File: src/rtl/trap_seq_if.sv
// CSR file single access port: one address, write/read enables, write data and
// combinational read data returned by the CSR file.
interface trap_seq_if #(
    parameter int unsigned DATA_LEN = 32
);
    logic                wen;
    logic                ren;
    logic [11:0]         addr;
    logic [DATA_LEN-1:0] wdata;
    logic [DATA_LEN-1:0] rdata;

    modport master (
        output wen,
        output ren,
        output addr,
        output wdata,
        input  rdata
    );

    modport slave (
        input  wen,
        input  ren,
        input  addr,
        input  wdata,
        output rdata
    );
endinterface

File: src/rtl/trap_seq.sv
// Trap entry / mret sequencer and arbiter for the machine-mode CSR access port.
// Defining TRAP_MTVAL_EN adds a trap_tval input and an mtval write during trap entry.
module trap_seq #(
    parameter int unsigned DATA_LEN = 32
) (
    input  logic                clk,
    input  logic                rst,

    input  logic                trap_req,
    input  logic [DATA_LEN-1:0] trap_cause,
    input  logic [DATA_LEN-1:0] trap_pc,
`ifdef TRAP_MTVAL_EN
    input  logic [DATA_LEN-1:0] trap_tval,
`endif
    input  logic                mret_req,

    input  logic                inst_wen,
    input  logic                inst_ren,
    input  logic [11:0]         inst_addr,
    input  logic [DATA_LEN-1:0] inst_wdata,
    output logic [DATA_LEN-1:0] inst_rdata,
    output logic                inst_ready,

    trap_seq_if.master          csr,

    output logic                busy,
    output logic                redirect_valid,
    output logic [DATA_LEN-1:0] redirect_pc
);

    localparam logic [11:0] ADDR_MSTATUS = 12'h300;
    localparam logic [11:0] ADDR_MTVEC   = 12'h305;
    localparam logic [11:0] ADDR_MEPC    = 12'h341;
    localparam logic [11:0] ADDR_MCAUSE  = 12'h342;
`ifdef TRAP_MTVAL_EN
    localparam logic [11:0] ADDR_MTVAL   = 12'h343;
`endif

    typedef enum logic [2:0] {
        StIdle,
        StTEpc,
        StTCause,
`ifdef TRAP_MTVAL_EN
        StTTval,
`endif
        StTStat,
        StTVec,
        StRStat,
        StREpc
    } state_e;

    state_e              state_q;
    logic [DATA_LEN-1:0] cause_q;
    logic [DATA_LEN-1:0] pc_q;
`ifdef TRAP_MTVAL_EN
    logic [DATA_LEN-1:0] tval_q;
`endif
    logic                idle_pass;

    // Trap entry: stash MIE into MPIE, disable interrupts, record M-mode as previous.
    function automatic logic [DATA_LEN-1:0] trap_mstatus(input logic [DATA_LEN-1:0] s);
        logic [DATA_LEN-1:0] r;
        r       = s;
        r[7]    = s[3];
        r[3]    = 1'b0;
        r[12:11] = 2'b11;
        return r;
    endfunction

    function automatic logic [DATA_LEN-1:0] mret_mstatus(input logic [DATA_LEN-1:0] s);
        logic [DATA_LEN-1:0] r;
        r        = s;
        r[3]     = s[7];
        r[7]     = 1'b1;
        r[12:11] = 2'b11;
        return r;
    endfunction

    assign idle_pass = (state_q == StIdle) && !trap_req && !mret_req;

    always_ff @(posedge clk) begin
        if (rst) begin
            state_q        <= StIdle;
            busy           <= 1'b0;
            redirect_valid <= 1'b0;
            redirect_pc    <= '0;
            cause_q        <= '0;
            pc_q           <= '0;
`ifdef TRAP_MTVAL_EN
            tval_q         <= '0;
`endif
        end else begin
            redirect_valid <= 1'b0;
            unique case (state_q)
                StIdle: begin
                    if (trap_req) begin
                        cause_q <= trap_cause;
                        pc_q    <= trap_pc;
`ifdef TRAP_MTVAL_EN
                        tval_q  <= trap_tval;
`endif
                        state_q <= StTEpc;
                        busy    <= 1'b1;
                    end else if (mret_req) begin
                        state_q <= StRStat;
                        busy    <= 1'b1;
                    end
                end
                StTEpc: state_q <= StTCause;
`ifdef TRAP_MTVAL_EN
                StTCause: state_q <= StTTval;
                StTTval:  state_q <= StTStat;
`else
                StTCause: state_q <= StTStat;
`endif
                StTStat: state_q <= StTVec;
                StTVec: begin
                    // Vector mode bits are ignored; always jump to the direct base.
                    redirect_pc    <= {csr.rdata[DATA_LEN-1:2], 2'b00};
                    redirect_valid <= 1'b1;
                    busy           <= 1'b0;
                    state_q        <= StIdle;
                end
                StRStat: state_q <= StREpc;
                StREpc: begin
                    redirect_pc    <= csr.rdata;
                    redirect_valid <= 1'b1;
                    busy           <= 1'b0;
                    state_q        <= StIdle;
                end
                default: begin
                    state_q <= StIdle;
                    busy    <= 1'b0;
                end
            endcase
        end
    end

    // Address and enables depend only on state and the instruction request, never on
    // rdata, so the CSR file's combinational read path cannot form a loop.
    always_comb begin
        csr.wen    = 1'b0;
        csr.ren    = 1'b0;
        csr.addr   = '0;
        inst_ready = 1'b0;
        unique case (state_q)
            StIdle: begin
                if (idle_pass) begin
                    csr.wen    = inst_wen;
                    csr.ren    = inst_ren;
                    csr.addr   = inst_addr;
                    inst_ready = 1'b1;
                end
            end
            StTEpc: begin
                csr.wen  = 1'b1;
                csr.addr = ADDR_MEPC;
            end
            StTCause: begin
                csr.wen  = 1'b1;
                csr.addr = ADDR_MCAUSE;
            end
`ifdef TRAP_MTVAL_EN
            StTTval: begin
                csr.wen  = 1'b1;
                csr.addr = ADDR_MTVAL;
            end
`endif
            StTStat, StRStat: begin
                csr.wen  = 1'b1;
                csr.ren  = 1'b1;
                csr.addr = ADDR_MSTATUS;
            end
            StTVec: begin
                csr.ren  = 1'b1;
                csr.addr = ADDR_MTVEC;
            end
            StREpc: begin
                csr.ren  = 1'b1;
                csr.addr = ADDR_MEPC;
            end
            default: ;
        endcase
        // A reset landing mid-sequence must not let the in-flight write commit.
        if (rst && (state_q != StIdle)) begin
            csr.wen = 1'b0;
        end
    end

    always_comb begin
        csr.wdata  = '0;
        inst_rdata = '0;
        unique case (state_q)
            StIdle: begin
                if (idle_pass) begin
                    csr.wdata  = inst_wdata;
                    inst_rdata = csr.rdata;
                end
            end
            StTEpc:   csr.wdata = pc_q;
            StTCause: csr.wdata = cause_q;
`ifdef TRAP_MTVAL_EN
            StTTval:  csr.wdata = tval_q;
`endif
            StTStat:  csr.wdata = trap_mstatus(csr.rdata);
            StRStat:  csr.wdata = mret_mstatus(csr.rdata);
            default: ;
        endcase
    end

endmodule
File: src/flat_wrapper.sv
// flat-port wrapper written by rule: the top's interface ports become plain ports
module trap_seq_flat 
#(
    parameter int unsigned DATA_LEN = 32
)
  (clk, rst, trap_req, trap_cause, trap_pc, mret_req, inst_wen, inst_ren, inst_addr, inst_wdata, inst_rdata, inst_ready, busy, redirect_valid, redirect_pc, csr_wen, csr_ren, csr_addr, csr_wdata, csr_rdata);
  trap_seq_if #(.DATA_LEN(DATA_LEN)) csr_i ();
  input  logic clk;
  input  logic rst;
  input  logic trap_req;
  input  logic [DATA_LEN-1:0] trap_cause;
  input  logic [DATA_LEN-1:0] trap_pc;
  input  logic mret_req;
  input  logic inst_wen;
  input  logic inst_ren;
  input  logic [11:0] inst_addr;
  input  logic [DATA_LEN-1:0] inst_wdata;
  output logic [DATA_LEN-1:0] inst_rdata;
  output logic inst_ready;
  output logic busy;
  output logic redirect_valid;
  output logic [DATA_LEN-1:0] redirect_pc;
  output wire logic [$bits(csr_i.wen)-1:0] csr_wen;
  output wire logic [$bits(csr_i.ren)-1:0] csr_ren;
  output wire logic [$bits(csr_i.addr)-1:0] csr_addr;
  output wire logic [$bits(csr_i.wdata)-1:0] csr_wdata;
  input wire logic [$bits(csr_i.rdata)-1:0] csr_rdata;
  assign csr_wen = csr_i.wen;
  assign csr_ren = csr_i.ren;
  assign csr_addr = csr_i.addr;
  assign csr_wdata = csr_i.wdata;
  assign csr_i.rdata = csr_rdata;
  trap_seq #(.DATA_LEN(DATA_LEN)) u_core (.clk(clk), .rst(rst), .trap_req(trap_req), .trap_cause(trap_cause), .trap_pc(trap_pc), .mret_req(mret_req), .inst_wen(inst_wen), .inst_ren(inst_ren), .inst_addr(inst_addr), .inst_wdata(inst_wdata), .inst_rdata(inst_rdata), .inst_ready(inst_ready), .csr(csr_i), .busy(busy), .redirect_valid(redirect_valid), .redirect_pc(redirect_pc));
endmodule
File: config.mk
export PLATFORM = sky130hd
export DESIGN_NAME = trap_seq_flat
export DESIGN_NICKNAME = d
export VERILOG_FILES = /design/src/rtl/trap_seq_if.sv /design/src/rtl/trap_seq.sv /design/src/flat_wrapper.sv
export SDC_FILE = /design/constraint.sdc
export NUM_CORES = 1
export LEC_CHECK = 0
export BUFFER_PORTS_ARGS = -buffer_cell sky130_fd_sc_hd__buf_2
export CORE_ASPECT_RATIO = 1.2
export CORE_MARGIN = 8
export CORE_UTILIZATION = 46
export DETAILED_ROUTE_END_ITERATION = 10
export GPL_ROUTABILITY_DRIVEN = 0
export HOLD_SLACK_MARGIN = 0.05
export PLACE_DENSITY = 0.9
export SYNTH_ARGS = -nofsm -noshare
export SYNTH_HDL_FRONTEND = slang
export SYNTH_SLANG_ARGS = --single-unit
File: constraint.sdc
create_clock -name clk -period 1.8 [get_ports clk]
set_input_delay 0.36 -clock clk [delete_from_list [all_inputs] [get_ports clk]]
set_output_delay 0.36 -clock clk [all_outputs]
set_load 0.01 [all_outputs]
==> results, run 1 <==
- During I/O placement, the number of pins put on the boundary was roughly 260.
- Summing the areas of all xor and xnor instances in the mapped netlist gives less than 1% of the synthesized area.
- The cell type contributing the most total cell area after synthesis is sky130_fd_sc_hd__dfxtp_1.
- The most used flip-flop cell after synthesis is sky130_fd_sc_hd__dfxtp_1.
- The insertion delay of the later-clocked pin in the worst-skew pair is 350 ps.
- The combined flip-flop and latch cell area is around 0.002 mm².
- The type of destination of the critical path is a primary output.
- The vertical die dimension is around 130 µm.
- The count of final hold-check violations is 0.
- The iteration-0 DRC count of the detailed router is roughly 600.
- Once detail routing completed, the nets flagged for antenna violations numbered 0.
- The clock slew at the register clock pins of the worst setup and hold paths is about 70 ps.
- The final count of pins violating max slew is 0.
- Counting flops with a built-in enable in the synthesized netlist gives 0.
- For the worst setup path, the data arrival time is about 1800 ps.
- The floorplan has between 40 and 50 rows.
- The number of endpoints failing setup at the final stage is roughly 140.
- Sorting the synthesized cells by area gives the leading types as sky130_fd_sc_hd__dfxtp_1, sky130_fd_sc_hd__nand2_1, sky130_fd_sc_hd__a21oi_1, sky130_fd_sc_hd__a221o_1, sky130_fd_sc_hd__mux2i_1.
- Among all cell types in the netlist, the one instantiated most often is sky130_fd_sc_hd__nand2_1.
- The number of nets produced by synthesis is approximately 840.
- The number of buffers between clock root and the deepest sink is 2.
- By area, the combinational part of the netlist is dominated by simple AND/OR/NAND/NOR gates.
- The startpoint identified for the worst hold timing path is trap_pc[22].
- CTS placed an instance of sky130_fd_sc_hd__clkbuf_16 at the clock tree root.
- After synthesis the cells add up to 0.00522 mm².
- The area inside the core boundary is roughly 0.011 mm².
- The via count of the first global-routing pass is about 6000.
- The number of antenna violations at the first check in global routing came to 2.
- VDD sags by at most roughly 540 µV.
- The maximum achievable frequency is between 400 and 500 MHz.
- In the final layout, the share of cells above drive strength 1 is between 40% and 50%.
- The routed wire length is 23.1 mm.
- A synthesized cell averages ~7.5 µm².
- The count of max-cap constraint violations is 0.
- The number of different library cells in the post-synthesis netlist is 36.
- The initial core utilization is a little under half.
- Summed over all layers, the global routing overflow is 0.
- Summing the areas of all compound-gate instances in the mapped netlist gives 20.6% of the synthesized area.
- The count of synthesis-stage warnings from yosys is 0.
- At the pin with the least slew margin, the transition time is around 450 ps.
- The floorplan step defined a die boundary enclosing around 0.015 mm².
- CTS built an H-tree with a depth of 3.
- In this run the static leakage power is 3.61 nW.
- The die extent in x is 113 µm.
- The number of synthesized register bits is approximately 100.
- In this run, CTS created clock tree buffers numbering 9.
- The worst setup skew after layout is 7.63 ps.
- The area of the multi-input gates is around 0.0033 mm².
- The largest net degree at the start of global routing is between 100 and 150.
- The cts-stage hold buffer count is 0.
- Detailed placement finished with a half-perimeter wire length of between 10 and 15 mm.
- The number of placed instances, taps included, is between 1000 and 1500.
- The cell count after synthesis came out at around 700.
- The adder and majority gate portion of the synthesized area is 0%.
- The final worst-path cycle share is 120%.
- The startpoint identified for the worst register-to-register timing path is u_core.state_q[1].
- The final reports fail on negative setup slack.
- In the routed design, unresolved DRC markers number 0.
- At the end of the flow the core is filled with cells to between 70 and 80%.
- Dividing total power by cell area gives a power density of 961 mW/mm².
- Setup slack on the critical path of the routed design comes to -362 ps.
- Relative to the synthesized area, the layout overhead comes to 58.5%.
- By count the netlist is led by sky130_fd_sc_hd__nand2_1, sky130_fd_sc_hd__a21oi_1, sky130_fd_sc_hd__dfxtp_1.
- The portion of the post-synthesis area used by sequential elements is between 30 and 40%.
- The simple-gate share of the synthesized area is between 20 and 30%.
- The required time of the critical path is roughly 1400 ps.
- The fill cell total of the finished layout is 787.
- The final routed wire length divided by cell count is 21.2 µm.
- The smallest clock period supported by the final layout is computed as between 2000 and 2500 ps.
- The number of buffers inserted by port buffering is 258.
- The flow ran to the end, but the final reports show violations.
- Using the TritonRoute via totals, the vias-per-cell ratio works out to 5.88.
- The maximum fanout along the worst path is 5.
- The TritonCTS clock tree is yes.
- In this run the biggest area consumer among cell types represents about 39% of the synthesized area.
- The global-route wire length before repair is between 30 and 40 mm.
- The worst relative slew slack is between 60 and 70%.
- The startpoint type of the worst setup path is a register.
- The detailed-routing iteration count for the pre-antenna-repair pass is 5.
- The total routing usage reported by global routing is between 20% and 30%.
- Setup repair after global routing could not meet its margin everywhere.
- Of the post-synthesis cell area, the part taken by muxes is under 10%.
- Of all flip-flops after synthesis, the portion carrying an async set or reset was 0%.
- By startpoint and endpoint, the worst setup path is classified as reg -> out.
- The worst register-to-register path has a setup slack of -210 ps.
- The kind of path behind the tightest hold check is in -> reg.
- For this run, the post-layout net count is ~1100.
- The final non-filler cell total is around 1100.
- The clock net sink count is approximately 100.
- Across all layers, the routed design uses roughly 6400 vias.
- The worst setup path startpoint is u_core.state_q[1].
## stage by stage
stage                     worst slack, ps  instance area (µm²)  power (mW)  hold WS, ps  setup TNS (ps)
final                                -362                 8270        7.95          244          -25400
after floorplan                      46.4                 5220        3.89          432               0
after detailed placement            -55.0                 6690        4.75          442            -168
after global routing                 -391                 8270        8.24          250          -31850
after global placement              -17.8                 6690        4.70          437           -26.9
after CTS                            -321                 7730        7.62          242          -25430
## cells by family after synthesis
family	count (synthesis)
muxes	28
DFF	101
buffers and inverters	70
and+or+nand+nor	312
xor gates and xnor gates	1
AOI/OAI and AO/OA	179
## worst paths after layout
kind	cells past startpoint	to
worst max-delay path	6	csr_wdata[16]
worst min-delay path	3	u_core.pc_q[22]
worst max register to register	8	u_core.cause_q[9]
worst min register to register	2	u_core.cause_q[4]
## sequential cells by signal, indices dropped and copies added (netlist names)
signal                 flops
u_core.redirect_pc        32
u_core.busy                1
u_core.pc_q               32
u_core.redirect_valid      1
u_core.cause_q            32
u_core.state_q             3
## area by class of cell
| class | instances | share of cell area [%] |
|---|---|---|
| inverter | 2 | 0.0908 |
| sequential | 101 | 24.6 |
| antenna | 1 | 0.0303 |
| clock buffer | 12 | 3.22 |
| tap | 132 | 2.00 |
| multi-input combinational | 520 | 39.7 |
| clock inverter | 3 | 0.817 |
| timing repair buffer | 319 | 29.5 |
## critical path, cell delays in order, from the launching register on
cell and delay, ps:
sky130_fd_sc_hd__dfxtp_4 380, sky130_fd_sc_hd__buf_8 140, sky130_fd_sc_hd__buf_12 140, sky130_fd_sc_hd__mux2i_4 230
sky130_fd_sc_hd__o21ai_2 100, sky130_fd_sc_hd__a221o_1 320, sky130_fd_sc_hd__buf_2 150
## per-layer routing
metal	wire [µm]	track usage, %	vias to the layer above
li1	-	-	2918
met1	8680	31.3	3014
met2	11500	47.0	389
met3	1820	6.69	90
met4	1070	13.8	2
met5	13	0	-
## cell usage in the layout (no fill, tap or decap), drive strengths merged, types with 2 or more instances in the layout
cell type,instances
nand3,4
a21oi,110
and2,26
dfxtp,101
buf,315
nor2,5
nand2b,4
nand3b,28
a211oi,2
clkbuf,16
nand2,196
and3,39
or2,2
inv,2
o2bb2ai,2
nor3,2
o21ai,29
a221o,29
mux2i,28
bufinv,2
nor4,2
## power breakdown
part | total [mW] | internal (mW) | switching [mW]
sequential | 2.58 | 2.44 | 0.137
clock | 2.17 | 1.33 | 0.844
combinational | 3.20 | 1.56 | 1.63
total | 7.95 | 5.33 | 2.61
## repair_timing
item,CTS,global route
resized for setup,103,108
pin swaps,12,15
cloned,10,4
setup endpoints to repair,78,143
setup buffers,12,7
(Power assumes the default switching activity.)
==> run 2: changes to the inputs <==
--- a/config.mk
+++ b/config.mk
@@ -13,6 +13,7 @@
 export GPL_ROUTABILITY_DRIVEN = 0
 export HOLD_SLACK_MARGIN = 0.05
 export PLACE_DENSITY = 0.9
+export RECOVER_POWER = 50
 export SYNTH_ARGS = -nofsm -noshare
 export SYNTH_HDL_FRONTEND = slang
 export SYNTH_SLANG_ARGS = --single-unit
==> results, run 2 (synthesized netlist as in run 1, its figures left out) <==
- The floorplan step defined a die boundary enclosing 0.0150 mm².
- The routed design could run at a clock period as short as around 2200 ps.
- The clock passes through at most 2 buffers.
- The remaining routing DRC violations is 0.
- The worst setup path is captured at a primary output.
- The final count of pins violating max slew is 0.
- The checks that failed: negative setup slack.
- The critical path data arrival time is 1810 ps.
- In this run, the number of DRC markers left after iteration 0 of detailed routing was roughly 580.
- The final routed wire length divided by cell count is approximately 21 µm.
- For this run, the detailed router's first-pass iteration total came to 5.
- The number of buffers created by CTS is 9.
- The layout net count is 1099.
- Adding up every negative setup slack in the final design gives -25150 ps.
- The global-route wire length before repair is 33.0 mm.
- The total routing usage reported by global routing is between 20% and 30%.
- Of all nets on the critical path, the largest fanout is 5.
- The final critical path takes up 120% of the cycle.
- For this design the ratio of total power to cell area is just under 1000 mW/mm².
- The final worst slack is -368 ps.
- The routed layout has around 6400 vias.
- The number of antenna violations at the first check in global routing is 2.
- The type of the worst setup path is reg -> out.
- The core region is roughly 0.011 mm².
- The worst-case IR drop observed on VDD is 538 µV.
- STA classifies the critical path startpoint as a register.
- The vertical die dimension is about 130 µm.
- The largest registers in the layout are u_core.cause_q x32, u_core.pc_q x32, u_core.redirect_pc x32.
- Clock-pin slew was measured on the worst setup and hold paths at ~70 ps.
- After detailed routing, the number of vias per cell comes to between 5 and 6.
- The via count of the first global-routing pass is ~6000.
- Static timing analysis puts the maximum clock frequency at approximately 460 MHz.
- The TritonCTS clock tree is yes.
- In the layout the commonest cells are sky130_fd_sc_hd__nand2_1, sky130_fd_sc_hd__buf_2, sky130_fd_sc_hd__a21oi_1, sky130_fd_sc_hd__dfxtp_1, sky130_fd_sc_hd__buf_6.
- The insertion delay of the later-clocked pin in the worst-skew pair is ~340 ps.
- The clock root buffer master is sky130_fd_sc_hd__clkbuf_16.
- The routed design has 23.2 mm of wire.
- Setup repair after global routing could not meet its margin everywhere.
- Entering global routing, the biggest net connects 103 pins.
- The area growth from synthesis to layout is 57.7%.
- Setup violations remaining at the end of the flow were counted as roughly 140.
- The initial core utilization is 47.3%.
- Summed over all nets, the half-perimeter wirelength after detailed placement is 14.8 mm.
- Input and output buffers added on the ports amount to roughly 260.
- The completed layout was analyzed and its total power is 7.93 mW.
- The number of placement rows is 42.
- The depth of the CTS H-tree is 3.
- Leaving out fill and tap cells, the most frequent cell in the layout is sky130_fd_sc_hd__nand2_1.
- The flow ran to the end, but the final reports show violations.
- The required time of the critical path is roughly 1400 ps.
- The kind of path behind the tightest hold check is in -> reg.
- The die is ~110 µm wide.
- In this run the count of I/O pins placed on the die edge is 259.
- The count of final hold-check violations is 0.
- The count of max-cap constraint violations is 0.
- The worst setup skew after layout is roughly 6.7 ps.
- The clock net sink count is 101.
- The total overflow left after global routing is 0.
- The worst relative slew slack is a little over two thirds.
- For the pin with the worst max-slew slack, the measured transition is 455 ps.
- The share of cells above drive strength 1 is 40.6%.
- The leakage power is 3.47 nW.
- Once detail routing completed, the nets flagged for antenna violations numbered 0.
run 2: changes by cell type in the layout (fill, tap and decap cells not counted):
cell | previous run | this run
sky130_fd_sc_hd__buf_2 | 217 | 184
sky130_fd_sc_hd__clkbuf_1 | 0 | 33
run 2: path summary, 6_finish.rpt:
path	slack [ps]	cells past startpoint	startpoint	endpoint
setup / recovery	-370	6	u_core.state_q[1]	csr_wdata[16]
hold / removal	240	3	trap_pc[22]	u_core.pc_q[22]
setup reg to reg	-210	8	u_core.state_q[1]	u_core.cause_q[9]
hold reg to reg	450	2	u_core.cause_q[4]	u_core.cause_q[4]
run 2: layout make-up:
| type | count | area, µm² |
|---|---|---|
| fillers | 810 | 2810 |
| clock inverters | 3 | 67.6 |
| clock buffers | 12 | 267 |
| flip-flops and latches | 101 | 2030 |
| diodes | 1 | 2.50 |
| multi-input cells | 520 | 3290 |
| well taps | 132 | 165 |
| repair buffers | 319 | 2400 |
| inverters | 2 | 7.51 |
run 2: where the power goes:
group	internal, mW	switching (mW)	total [mW]
clock network	1.33	0.834	2.16
registers	2.44	0.139	2.58
logic	1.55	1.64	3.19
total	5.32	2.61	7.93
run 2: per-stage QoR:
step           hold slack (ps)  instance area, µm²  worst slack [ps]  std cells  utilization [%]
2_1_floorplan              432                5220              46.4        691                -
3_3_place_gp               437                6690             -17.8       1046             60.6
3_5_place_dp               442                6690             -55.0       1046             60.6
4_1_cts                    242                7730              -321       1083             70.1
5_1_grt                    250                8230              -391       1090             74.6
6_report                   244                8230              -368       1090             74.6
run 2: critical path: stages (launching register included):
cell	delay (ps)
sky130_fd_sc_hd__dfxtp_4	380
sky130_fd_sc_hd__buf_8	140
sky130_fd_sc_hd__buf_12	150
sky130_fd_sc_hd__mux2i_4	230
sky130_fd_sc_hd__o21ai_2	90
sky130_fd_sc_hd__a221o_1	330
sky130_fd_sc_hd__buf_2	150
run 2: per-layer routing:
layer | global-route usage, % | vias up | wire [µm]
met4 | 13.8 | 2 | 1140
met3 | 6.69 | 100 | 1850
met5 | 0 | - | 13
met1 | 31.3 | 2998 | 8650
met2 | 47.0 | 402 | 11500
li1 | - | 2921 | -
run 2: timing repair:
action                                 in CTS  in global routing
setup endpoints to repair                  78                143
setup buffers                              12                  7
gates resized for setup                   103                108
endpoints found under the hold margin       0                  0
cloned                                     10                  4
hold buffers                                0                  0
pin swaps                                  12                 15
